==> src/rtl/fetch_unit.sv <==
// -----------------------------------------------------------------------------
// fetch_unit
//
// This is the instruction fetch stage that feeds decode. It issues one
// doubleword read per cycle to unified memory read port 0 while it holds
// enough credit. One cycle later it takes the addressed 32-bit big-endian word
// from the returned doubleword. That word is queued together with its PC. The
// head of the queue is offered to decode through a valid/ready handshake. A
// redirect flushes the queue and drops any in-flight response. Fetch then
// restarts at the new PC.
//
// Parameters:
//   RESET_PC      fetch PC loaded on reset (bits [1:0] must be 0)
//   DEPTH         instruction queue entries (power of two, >= 2)
//
// Ports:
//   clk           clock, all state updates on the rising edge
//   reset         synchronous, active-high reset (overrides redirect)
//   memReadEn     read enable to memory read port 0
//   memReadAddr   doubleword address (pc[63:3]), meaningful when memReadEn=1
//   memReadData   read data, valid the cycle after memReadEn=1
//   redirectValid flush everything and restart fetch at redirectPc
//   redirectPc    new fetch PC, bits [1:0] treated as 0
//   instValid     queue head holds a valid instruction
//   instPc        PC of the queue head
//   inst          instruction word at the queue head
//   instReady     decode accepts the head this cycle
// -----------------------------------------------------------------------------
module fetch_unit #(
   parameter logic [63:0] RESET_PC = 64'h0,
   parameter int unsigned DEPTH    = 4
) (
   input  logic        clk,
   input  logic        reset,
   output logic        memReadEn,
   output logic [63:3] memReadAddr,
   input  logic [63:0] memReadData,
   input  logic        redirectValid,
   input  logic [63:0] redirectPc,
   output logic        instValid,
   output logic [63:0] instPc,
   output logic [31:0] inst,
   input  logic        instReady
);

   localparam int unsigned PTR_W = $clog2(DEPTH);
   localparam int unsigned CNT_W = PTR_W + 1;
   // One bit wider than count so that count + inFlight can never wrap.
   localparam logic [CNT_W:0] DEPTH_OCC = (CNT_W + 1)'(DEPTH);

   // Fetch and in-flight tracking.
   logic [63:0]       pc;
   logic              inFlight;
   logic [63:0]       inFlightPc;

   // Instruction queue.
   logic [63:0]       queuePc   [DEPTH];
   logic [31:0]       queueInst [DEPTH];
   logic [PTR_W-1:0]  headPtr;
   logic [PTR_W-1:0]  tailPtr;
   logic [CNT_W-1:0]  count;

   // Per-cycle decisions.
   logic [CNT_W:0]    occupancy;
   logic              issue;
   logic              push;
   logic              pop;
   logic [31:0]       respWord;

   // The low PC bits of a redirect target are forced to zero and never read.
   logic [1:0]        unusedRedirectBits;
   assign unusedRedirectBits = redirectPc[1:0];

   // NOTE: every signal written here is assigned on every path, so no latch is inferred.
   always_comb begin
      // Credit: queued entries plus the outstanding response must fit the queue.
      occupancy = {1'b0, count} + {{CNT_W{1'b0}}, inFlight};
      issue     = !reset && !redirectValid && (occupancy < DEPTH_OCC);
      // Memory data is only meaningful the cycle after an enabled read.
      push      = !reset && !redirectValid && inFlight;
      pop       = instValid && instReady;
      // Big-endian: the lower address word sits in the upper half.
      respWord  = inFlightPc[2] ? memReadData[31:0] : memReadData[63:32];
   end

   assign memReadEn   = issue;
   assign memReadAddr = pc[63:3];
   assign instValid   = (count != '0);
   assign instPc      = queuePc[headPtr];
   assign inst        = queueInst[headPtr];

   // NOTE: state registers use non-blocking assignments so every process sees pre-edge values.
   always_ff @(posedge clk) begin
      if (reset) begin
         pc         <= RESET_PC;
         inFlight   <= 1'b0;
         inFlightPc <= RESET_PC;
         headPtr    <= '0;
         tailPtr    <= '0;
         count      <= '0;
      end else if (redirectValid) begin
         // A head popped this cycle is still a completed handoff. Everything
         // else is dropped, including the response that returns next cycle.
         pc       <= {redirectPc[63:2], 2'b00};
         inFlight <= 1'b0;
         headPtr  <= '0;
         tailPtr  <= '0;
         count    <= '0;
      end else begin
         inFlight <= issue;
         if (issue) begin
            inFlightPc <= pc;
            pc         <= pc + 64'd4;
         end
         if (push) tailPtr <= tailPtr + PTR_W'(1);
         if (pop)  headPtr <= headPtr + PTR_W'(1);
         case ({push, pop})
            2'b10:   count <= count + CNT_W'(1);
            2'b01:   count <= count - CNT_W'(1);
            default: count <= count;
         endcase
      end
   end

   // NOTE: queue storage has no reset; count gates every read through instValid.
   always_ff @(posedge clk) begin
      if (push) begin
         queuePc[tailPtr]   <= inFlightPc;
         queueInst[tailPtr] <= respWord;
      end
   end

endmodule

==> config.mk <==
export PLATFORM = sky130hd
export DESIGN_NAME = fetch_unit
export DESIGN_NICKNAME = d
export VERILOG_FILES = /design/src/rtl/fetch_unit.sv
export SDC_FILE = /design/constraint.sdc
export NUM_CORES = 1
export LEC_CHECK = 0
export ABC_AREA = 1
export CAP_MARGIN = 5
export CORE_MARGIN = 2
export CORE_UTILIZATION = 55
export DETAILED_ROUTE_END_ITERATION = 8
export HOLD_SLACK_MARGIN = 0.02
export PLACE_DENSITY = 0.76
export SYNTH_ARGS = -nofsm -noshare
export SYNTH_HDL_FRONTEND = slang
export SYNTH_SLANG_ARGS = --single-unit
==> constraint.sdc <==
create_clock -name clk -period 6.8 [get_ports clk]
set_clock_uncertainty 0.1 [all_clocks]
set_input_delay 1.36 -clock clk [delete_from_list [all_inputs] [get_ports clk]]
set_output_delay 1.36 -clock clk [all_outputs]
set_load 0.03 [all_outputs]
# == Word-level counts from Yosys, hierarchy flattened ==
# Memories as Yosys holds them, arrays and structs flattened. A register that Yosys moved wholly into a read port is not among the register bits.
# Index checks and enable logic that the tools add are counted.
# word_totals
ramBits,384
mem_count,2
input_bits,132
regBits,136
elab_cells,40
output_inout_bits,159
# memory_table
memory,depth,width,read_ports,rd_clocked_by_memory_dff,wr,line_no,text
queuePc,4,64,1,1,1,57,logic [63:0] queuePc [DEPTH];
queueInst,4,32,1,1,1,58,logic [31:0] queueInst [DEPTH];
# classes
eq_ne,2
n_reduce_logical,11
add_sub_neg,6
muxes,10
n_bitwise,1
magnitude_cmp,1
# op_table
operator,n
two-way mux 64 bit,2
"adder 64 x 3 -> 64 bit, second input constant",1
two-way mux 32 bit,1
two-way mux 2 bit,4
one-hot mux 3 bit (2 select lines),1
"adder 2 x 1 -> 2 bit, second input constant",2
adder 3 x 1 -> 4 bit,1
logical AND 1 bit,4
"< comparator 4 x 3 -> 1 bit, second input constant",1
nonzero test 2 bit,2
"adder 3 x 1 -> 3 bit, second input constant",1
nonzero test 3 bit,1
"subtractor 3 x 1 -> 3 bit, second input constant",1
"equality test 2 x 1 -> 1 bit, second input constant",1
"equality test 2 bit, second input constant",1
zero test 1 bit,2
two-way mux 1 bit,2
AND reduction 2 bit,1
OR reduction 2 bit,1
inverter 1 bit,1

# == Depth between registers and ports, before layout ==
# Gate-level depths: netlist (run 1).
# depth
word_depth,5
depth_mapped,12
mapped_depth_nobuf,12

# == Least setup slack after synthesis (run 1) ==
# No wires, ideal clock.
# synth_timing
path_kind,in2reg
start,input reset
end,memory queueInst[0][0] (enable)
arrival_ps,5749
path_stages,4
setup_slack_ps,403
setup_ps,548
n_path_buf,1
required_time_ps,6152
path_cell_list,buf_4 -> nor2_8 -> nand2_1 -> nor2_1
# synth_via
elab_chain_len,5
# synth_lines
item,line_no,text
start: declaration,34,"input logic reset,"
zero test 1 bit,80,push = !reset && !redirectValid && inFlight;
logical AND 1 bit (2 in a row),80,
two-way mux 1 bit,127,if (push) begin
two-way mux 1 bit (not written as such),129,queueInst[tailPtr] <= respWord;
end: declaration,58,
# Every way passes these cells.

==> qor.txt, run 1 <==
================================================================================
Complex-gate fraction of the synthesized area                             10.76%
Library cells used by synthesis                                               43
Fillers                                                                     3081
Final antenna diode count                                                      0
Clock-pin transition on the worst setup and hold timing paths            0.05 ns
Ratio of total power to cell area                                   253.6 nW/um2
Number of maximum-capacitance constraint violations                            0
Syn-to-layout area delta                                                  19.94%
Critical Path Sink Type                                              output port
Last weighted congestion value of the routability-driven placer           0.9290
Dpl cells                                                                   2843
Die span in y                                                           205.0 um
Outcome                                                             finished, final reports clean
Vias per cell                                                              5.626
# setup viols final                                                            0
Sequential cell area                                                   13980 um2
Die span in x                                                           205.0 um
EDFF count, synth                                                            376
Net switching fraction of the power                                       22.48%
Worst relative slew slack                                                 32.47%
Via count of the routed design                                             16510
Synthesized-area fraction occupied by and/or/nand/nor cells               16.33%
Maximum net fanout on the critical path                                       82
Synth warn                                                                     0
Core area                                                              39820 um2
Leading post-synthesis cells by cell area                           sky130_fd_sc_hd__edfxtp_1 (51%), sky130_fd_sc_hd__dfxtp_1 (12%), sky130_fd_sc_hd__nor2_1 (6.8%)
Via count of the first global-routing pass                                 15770
Proportion of power drawn by the clock network                             41.5%
Fin crit share                                                            75.18%
Length of the first detailed-routing pass in iterations                        5
Iteration-0 DRC Markers                                                     1278
Setup TNS after final layout                                                0 ns
Sequential group share of total power                                      51.4%
Share of the synthesized netlist area taken by xor and xnor gates        0.7487%
I/O Pins                                                                     291
Mean post-synth cell area                                              10.15 um2
Buffer cell driving the clock tree root                             sky130_fd_sc_hd__clkbuf_16
Adder-cell share of the synthesized area                                 0.4278%
Final hold violations                                                          0
Largest net degree at the start of global routing                             83
Net load switching power                                                 1520 uW
Cell type with the highest aggregate area in the netlist            sky130_fd_sc_hd__edfxtp_1
Portion of the post-synthesis area used by sequential elements            62.87%
WL per Instance                                                         19.96 um
Worst hold path type                                                     reg2reg
Final net count                                                             2510
Starting density of the core                                              55.81%
Worst-Margin Slew                                                       1.013 ns
Post-synth top flop                                                 sky130_fd_sc_hd__edfxtp_1
Max H-tree Level                                                               2
Largest buffer count on any clock path                                         3
Die Footprint                                                          42040 um2
Worst slack at placement                                                2.238 ns
Internal power                                                           5242 uW
CP Class                                                                 reg2out
Mapped cell area                                                       22230 um2
Multiplexer fraction of the synthesized cell area                         1.621%
Minimum clock period                                                    5.112 ns
Ratio of cells with drive above 1 in the final layout                     7.635%
Clock tree from TritonCTS                                                    yes
Worst vdd ir                                                           0.1815 mV
CTS Buf Count                                                                 51
Global Route Usage Sum                                                    27.53%
Wire length of the first global-routing pass                            88310 um
Aggregate global routing overflow                                              0
Yosys top cell area share                                                 50.80%
Dominant combinational cell family by area after synthesis          simple AND/OR/NAND/NOR gates
Hold WS                                                                0.3710 ns
Post-CTS setup buffer count                                                    0
Endpoint required time on the critical path                              5.34 ns
Worst endpoint data arrival time                                         3.65 ns
Number of standard cells in the layout, taps in and fillers out             2935
Fmax                                                                  0.1956 GHz
Worst setup margin                                                      1.688 ns
Post-synthesis register bit count                                            510
Clock sink total                                                             510
Type of origin of the critical path                                    flip-flop
Overall power after layout                                               6761 uW
Antenna-violating nets left                                                    0
IO Port Bufs                                                                 286
Initial antenna violation count                                                1
Slew Viols, Final                                                              0
Number of instances in the synthesized netlist                              2189
Cell row count                                                                73
Combinational share of power                                                7.1%
Routed Wire Length                                                      58590 um
RSZ-0062 raised after global routing                                       false
Area of the multi-input gates                                           6679 um2
Number of DRC violations after detailed routing                                0
Post-CTS sizing                                                                0
Reported leakage power                                               0.009417 uW
Post-synthesis async set-or-reset flop share                                  0%
Latest clock arrival within the worst-skew pair                          0.59 ns
Post-DP HPWL                                                            37220 um
Post-CTS Hold Fix Bufs                                                         0
================================================================================
==> path summary, 6_finish.rpt <==
path / from / endpoint / slack, ns / cells after the start
worst max-delay path: flip-flop / inst[9] / 1.69 / 5
worst min-delay path: headPtr[0]$_SDFFE_PP0P_ / flip-flop / 0.37 / 1
worst max register to register: inFlight$_SDFF_PP0_ / inFlightPc[8]$_SDFFE_PP0P_ / 3.84 / 7
worst min register to register: headPtr[0]$_SDFFE_PP0P_ / flip-flop / 0.37 / 1
==> kinds of logic (layout without fill, tap and decap cells) <==
family | after synthesis | in the layout
flops | 510 | 510
fa+ha+maj | 7 | 7
mux | 32 | 32
simple gates | 846 | 846
other cells | 1 | 2
xor+xnor | 19 | 19
compound gates | 437 | 437
buf+inv | 337 | 557
==> cells in the mapped netlist, types with 5 or more instances <==
| cell type | n |
|---|---|
| sky130_fd_sc_hd__nor2_1 | 401 |
| sky130_fd_sc_hd__edfxtp_1 | 376 |
| sky130_fd_sc_hd__nand2_1 | 285 |
| sky130_fd_sc_hd__o21ai_0 | 249 |
| sky130_fd_sc_hd__inv_1 | 158 |
| sky130_fd_sc_hd__dfxtp_1 | 134 |
| sky130_fd_sc_hd__o22ai_1 | 97 |
| sky130_fd_sc_hd__buf_4 | 69 |
| sky130_fd_sc_hd__nand3_1 | 61 |
| sky130_fd_sc_hd__clkbuf_1 | 58 |
| sky130_fd_sc_hd__buf_2 | 41 |
| sky130_fd_sc_hd__a21oi_1 | 38 |
| sky130_fd_sc_hd__mux2_2 | 32 |
| sky130_fd_sc_hd__nor3_1 | 32 |
| sky130_fd_sc_hd__a211oi_1 | 21 |
| sky130_fd_sc_hd__nand4_1 | 17 |
| sky130_fd_sc_hd__xor2_1 | 17 |
| sky130_fd_sc_hd__o21ai_1 | 16 |
| sky130_fd_sc_hd__nor2_4 | 11 |
| sky130_fd_sc_hd__nand3b_1 | 10 |
| sky130_fd_sc_hd__a31oi_1 | 9 |
| sky130_fd_sc_hd__nor2_2 | 9 |
| sky130_fd_sc_hd__ha_1 | 6 |
| sky130_fd_sc_hd__nand2_4 | 5 |
==> area by class of cell <==
type,instances,area share [%]
clock inverter,27,0.8964
sequential,510,52.44
multi-input combinational,1343,25.05
clock buffer,65,5.491
tap,525,2.464
inverter,163,2.318
timing repair buffer,302,11.34
==> flip-flops by register name, indices dropped and copies added (netlist names), named ones only <==
register	cells
count	3
inFlightPc	62
queuePc	248
inFlight	1
pc	62
tailPtr	2
headPtr	2
queueInst	128
==> routing by layer <==
metal	global-route usage, %	vias to the layer above	share of wire, %	wire length (um)
met5	0	-	0.020	12
met4	8.607	2	2.7	1601
met3	5.616	96	8.5	4954
met2	45.55	722	48	27880
met1	36.66	7869	41	24140
li1	-	7824	-	-
==> stage by stage <==
stage / cell area (um2) / util, %
finish: 26660 / 66.94
CTS: 26660 / 66.94
global placement: 24960 / 62.67
detailed placement: 24960 / 62.67
floorplan: 22230 / -
global route: 26660 / 66.94
==> power by group through the flow <==
stage | Sequential (uW) | Clock (uW) | Combinational [uW]
floorplan | 3510 | 0 | 301
global placement | 3540 | 0 | 466
detailed placement | 3540 | 0 | 475
CTS | 3470 | 2840 | 479
global route | 3480 | 2960 | 516
finish | 3480 | 2810 | 479
==> layout by cell type, fill, tap and decap left out, drive strengths merged <==
cell type / count
mux2: 32
o31ai: 2
a31oi: 9
nand3b: 10
nand2: 294
clkinvlp: 6
o21ai: 265
fa: 1
xnor2: 2
nor4: 1
nor2: 424
a21oi: 38
edfxtp: 376
clkdlybuf4s50: 284
clkbuf: 65
nor3: 32
clkinv: 17
buf: 18
a211oi: 21
inv: 164
xor2: 17
o22ai: 97
ha: 6
bufinv: 3
or2: 1
o221ai: 1
nor3b: 1
nand3: 66
dfxtp: 134
nand4: 17
a22oi: 4
conb: 2
==> worst max-delay path, cell delays in order (launching register included) <==
cell,delay [ns]
sky130_fd_sc_hd__dfxtp_4,0.48
sky130_fd_sc_hd__inv_4,0.69
sky130_fd_sc_hd__buf_4,0.67
sky130_fd_sc_hd__o21ai_0,0.20
sky130_fd_sc_hd__o22ai_1,0.24
sky130_fd_sc_hd__clkdlybuf4s50_1,0.73
Note: power is estimated with default switching activity, not from simulation.
==> run 2: changes to the inputs <==
CORE_UTILIZATION = 50   (was 55)
PLACE_DENSITY = 0.72   (was 0.76)
clock period = 4.6 ns   (was 6.8 ns; I/O delays follow)
==> qor.txt, run 2 (synthesis gave the netlist of run 1 again) <==
==============================================================================
Outcome                                                           finished, final reports clean
Post-CTS setup buffer count                                                  0
Buffer cell driving the clock tree root                           sky130_fd_sc_hd__clkbuf_16
Hold Path Cell Cnt                                                           2
Die Footprint                                                        46150 um2
Cell row count                                                              77
Top layer used by detailed routing                                        met4
Via count of the first global-routing pass                               15900
Last weighted congestion value of the routability-driven placer         0.9373
Number of cells on the worst reg-to-reg path                                10
Largest buffer count on any clock path                                       3
Worst hold path type                                                   reg2reg
Die span in y                                                         214.8 um
Max H-tree Level                                                             2
Minimum clock period                                                  4.233 ns
# setup viols final                                                          0
Startpoint of the lowest-slack hold path                          headPtr[1]$_SDFFE_PP0P_
CP Class                                                               reg2out
Routed Wire Length                                                    59060 um
Met2 Routed Length                                                    27650 um
Top library cells by usage in the layout, fill and taps aside     sky130_fd_sc_hd__nor2_1 (397), sky130_fd_sc_hd__edfxtp_1 (376), sky130_fd_sc_hd__nand2_1 (285), sky130_fd_sc_hd__clkdlybuf4s50_1 (283), sky130_fd_sc_hd__o21ai_0 (249)
Worst relative slew slack                                               30.61%
Global Route Usage Sum                                                  25.18%
Endpoint required time on the critical path                            3.58 ns
Worst r2r dst                                                     pc[56]$_SDFFE_PP0P_
Length of the first detailed-routing pass in iterations                      6
Final instance area                                                  26720 um2
CTS Buf Count                                                               51
RSZ-0062 raised after global routing                                     false
Start of the worst register-to-register path                      inFlight$_SDFF_PP0_
Hold WS                                                              0.3691 ns
Starting density of the core                                            50.48%
Critical Path Sink Type                                            output port
Reg-to-reg setup timing slack                                          2.31 ns
Routed met3 length                                                     4329 um
Reported leakage power                                             0.009420 uW
WL per Instance                                                       19.60 um
Final antenna diode count                                                    0
Vias per cell                                                            5.492
Clock-pin transition on the worst setup and hold timing paths          0.06 ns
Antenna-violating nets left                                                  0
Final hold violations                                                        0
Latest clock arrival within the worst-skew pair                        0.59 ns
Iteration-0 DRC Markers                                                   1398
Registers with the most flip-flops                                queuePc x248, queueInst x128
Syn-to-layout area delta                                                20.23%
Placed cell area                                                     25100 um2
Worst slack at placement                                             0.9512 ns
Fin crit share                                                          92.02%
Post-CTS Hold Fix Bufs                                                       0
Largest net degree at the start of global routing                          120
IO Port Bufs                                                               286
Reg with most FFs                                                      queuePc
Via count of the routed design                                           16550
Aggregate global routing overflow                                            0
Slew Viols, Final                                                            0
Ratio of cells with drive above 1 in the final layout                   7.435%
Worst endpoint data arrival time                                       3.21 ns
Worst setup margin                                                   0.3671 ns
Post-DP HPWL                                                          38120 um
I/O Pins                                                                   291
Most common library cell in the layout ignoring fill and taps     sky130_fd_sc_hd__nor2_1
Wire length of the first global-routing pass                          90220 um
Type of origin of the critical path                                  flip-flop
Max reg flops                                                              248
Clock sink total                                                           510
Maximum net fanout on the critical path                                     27
Final net count                                                           2518
Number of maximum-capacitance constraint violations                          0
Clock tree from TritonCTS                                                  yes
Fmax                                                                0.2362 GHz
Post-CTS sizing                                                              0
Ratio of total power to cell area                                 369.4 nW/um2
Worst-Margin Slew                                                     1.041 ns
WL met1                                                               24910 um
Initial antenna violation count                                              0
Number of DRC violations after detailed routing                              0
Worst vdd ir                                                         0.2955 mV
Die span in x                                                         214.8 um
Core area                                                            44030 um2
==============================================================================
[run 2: cell count changes in the layout (fill, tap and decap cells not counted)]
cell	previous run	this run
sky130_fd_sc_hd__clkbuf_1	5	18
sky130_fd_sc_hd__buf_4	12	21
sky130_fd_sc_hd__clkinvlp_4	6	2
sky130_fd_sc_hd__clkinv_1	4	7
sky130_fd_sc_hd__clkinv_2	12	9
sky130_fd_sc_hd__clkbuf_16	55	53
sky130_fd_sc_hd__clkbuf_8	5	3
sky130_fd_sc_hd__inv_6	2	0
sky130_fd_sc_hd__clkdlybuf4s50_1	284	283
sky130_fd_sc_hd__clkinv_4	1	2
sky130_fd_sc_hd__inv_4	2	1
[run 2: critical path, cell delays in order, from the launching register on]
cell and delay (ns):
sky130_fd_sc_hd__dfxtp_2 0.52, sky130_fd_sc_hd__inv_2 0.52, sky130_fd_sc_hd__buf_4 0.34, sky130_fd_sc_hd__o21ai_0 0.13, sky130_fd_sc_hd__o22ai_1 0.34, sky130_fd_sc_hd__clkdlybuf4s50_1 0.76
[run 2: metrics by stage]
step | TNS, ns | total power [uW] | util [%] | cells
6_report | 0 | 9872 | 60.70 | 3013
5_1_grt | 0 | 10180 | 60.70 | 3013
4_1_cts | 0 | 9935 | 60.70 | 3013
3_5_place_dp | 0 | 5937 | 57.00 | 2918
3_3_place_gp | 0 | 5920 | 57.00 | 2918
2_1_floorplan | -510.11 | 5637 | - | 2190
[run 2: where the power goes]
part	total (uW)	switching [uW]	internal, uW
sequential	5140	106	5030
clock	4020	1690	2340
combinational	713	417	296
[run 2: worst max path at each step]
| stage | slack [ns] | from | cells past startpoint | to |
|---|---|---|---|---|
| 6_report | 0.37 | flip-flop | 5 | instPc[23] |
| 5_1_grt | 0.17 | flip-flop | 5 | inst[31] |
| 4_1_cts | 0.31 | flip-flop | 5 | instPc[21] |
| 3_5_place_dp | 0.95 | flip-flop | 5 | inst[0] |
| 3_3_place_gp | 0.95 | flip-flop | 5 | inst[0] |
| 2_1_floorplan | -1.36 | reset | 4 | queueInst[0][0]$_DFFE_PP_ |
[run 2: routing by layer]
layer	GRT usage (%)	vias to the layer above
li1	-	7843
met1	33.73	7929
met2	40.78	662
met3	4.713	114
met4	9.838	0
met5	0	-
[run 2: cell type report]
cell class | instances | area (um2)
sequential | 510 | 13980
tap | 592 | 740.7
multi-input combinational | 1343 | 6679
clock buffer | 74 | 1435
inverter | 163 | 616.8
fill | 3619 | 17310
timing repair buffer | 310 | 3080
clock inverter | 21 | 191.4
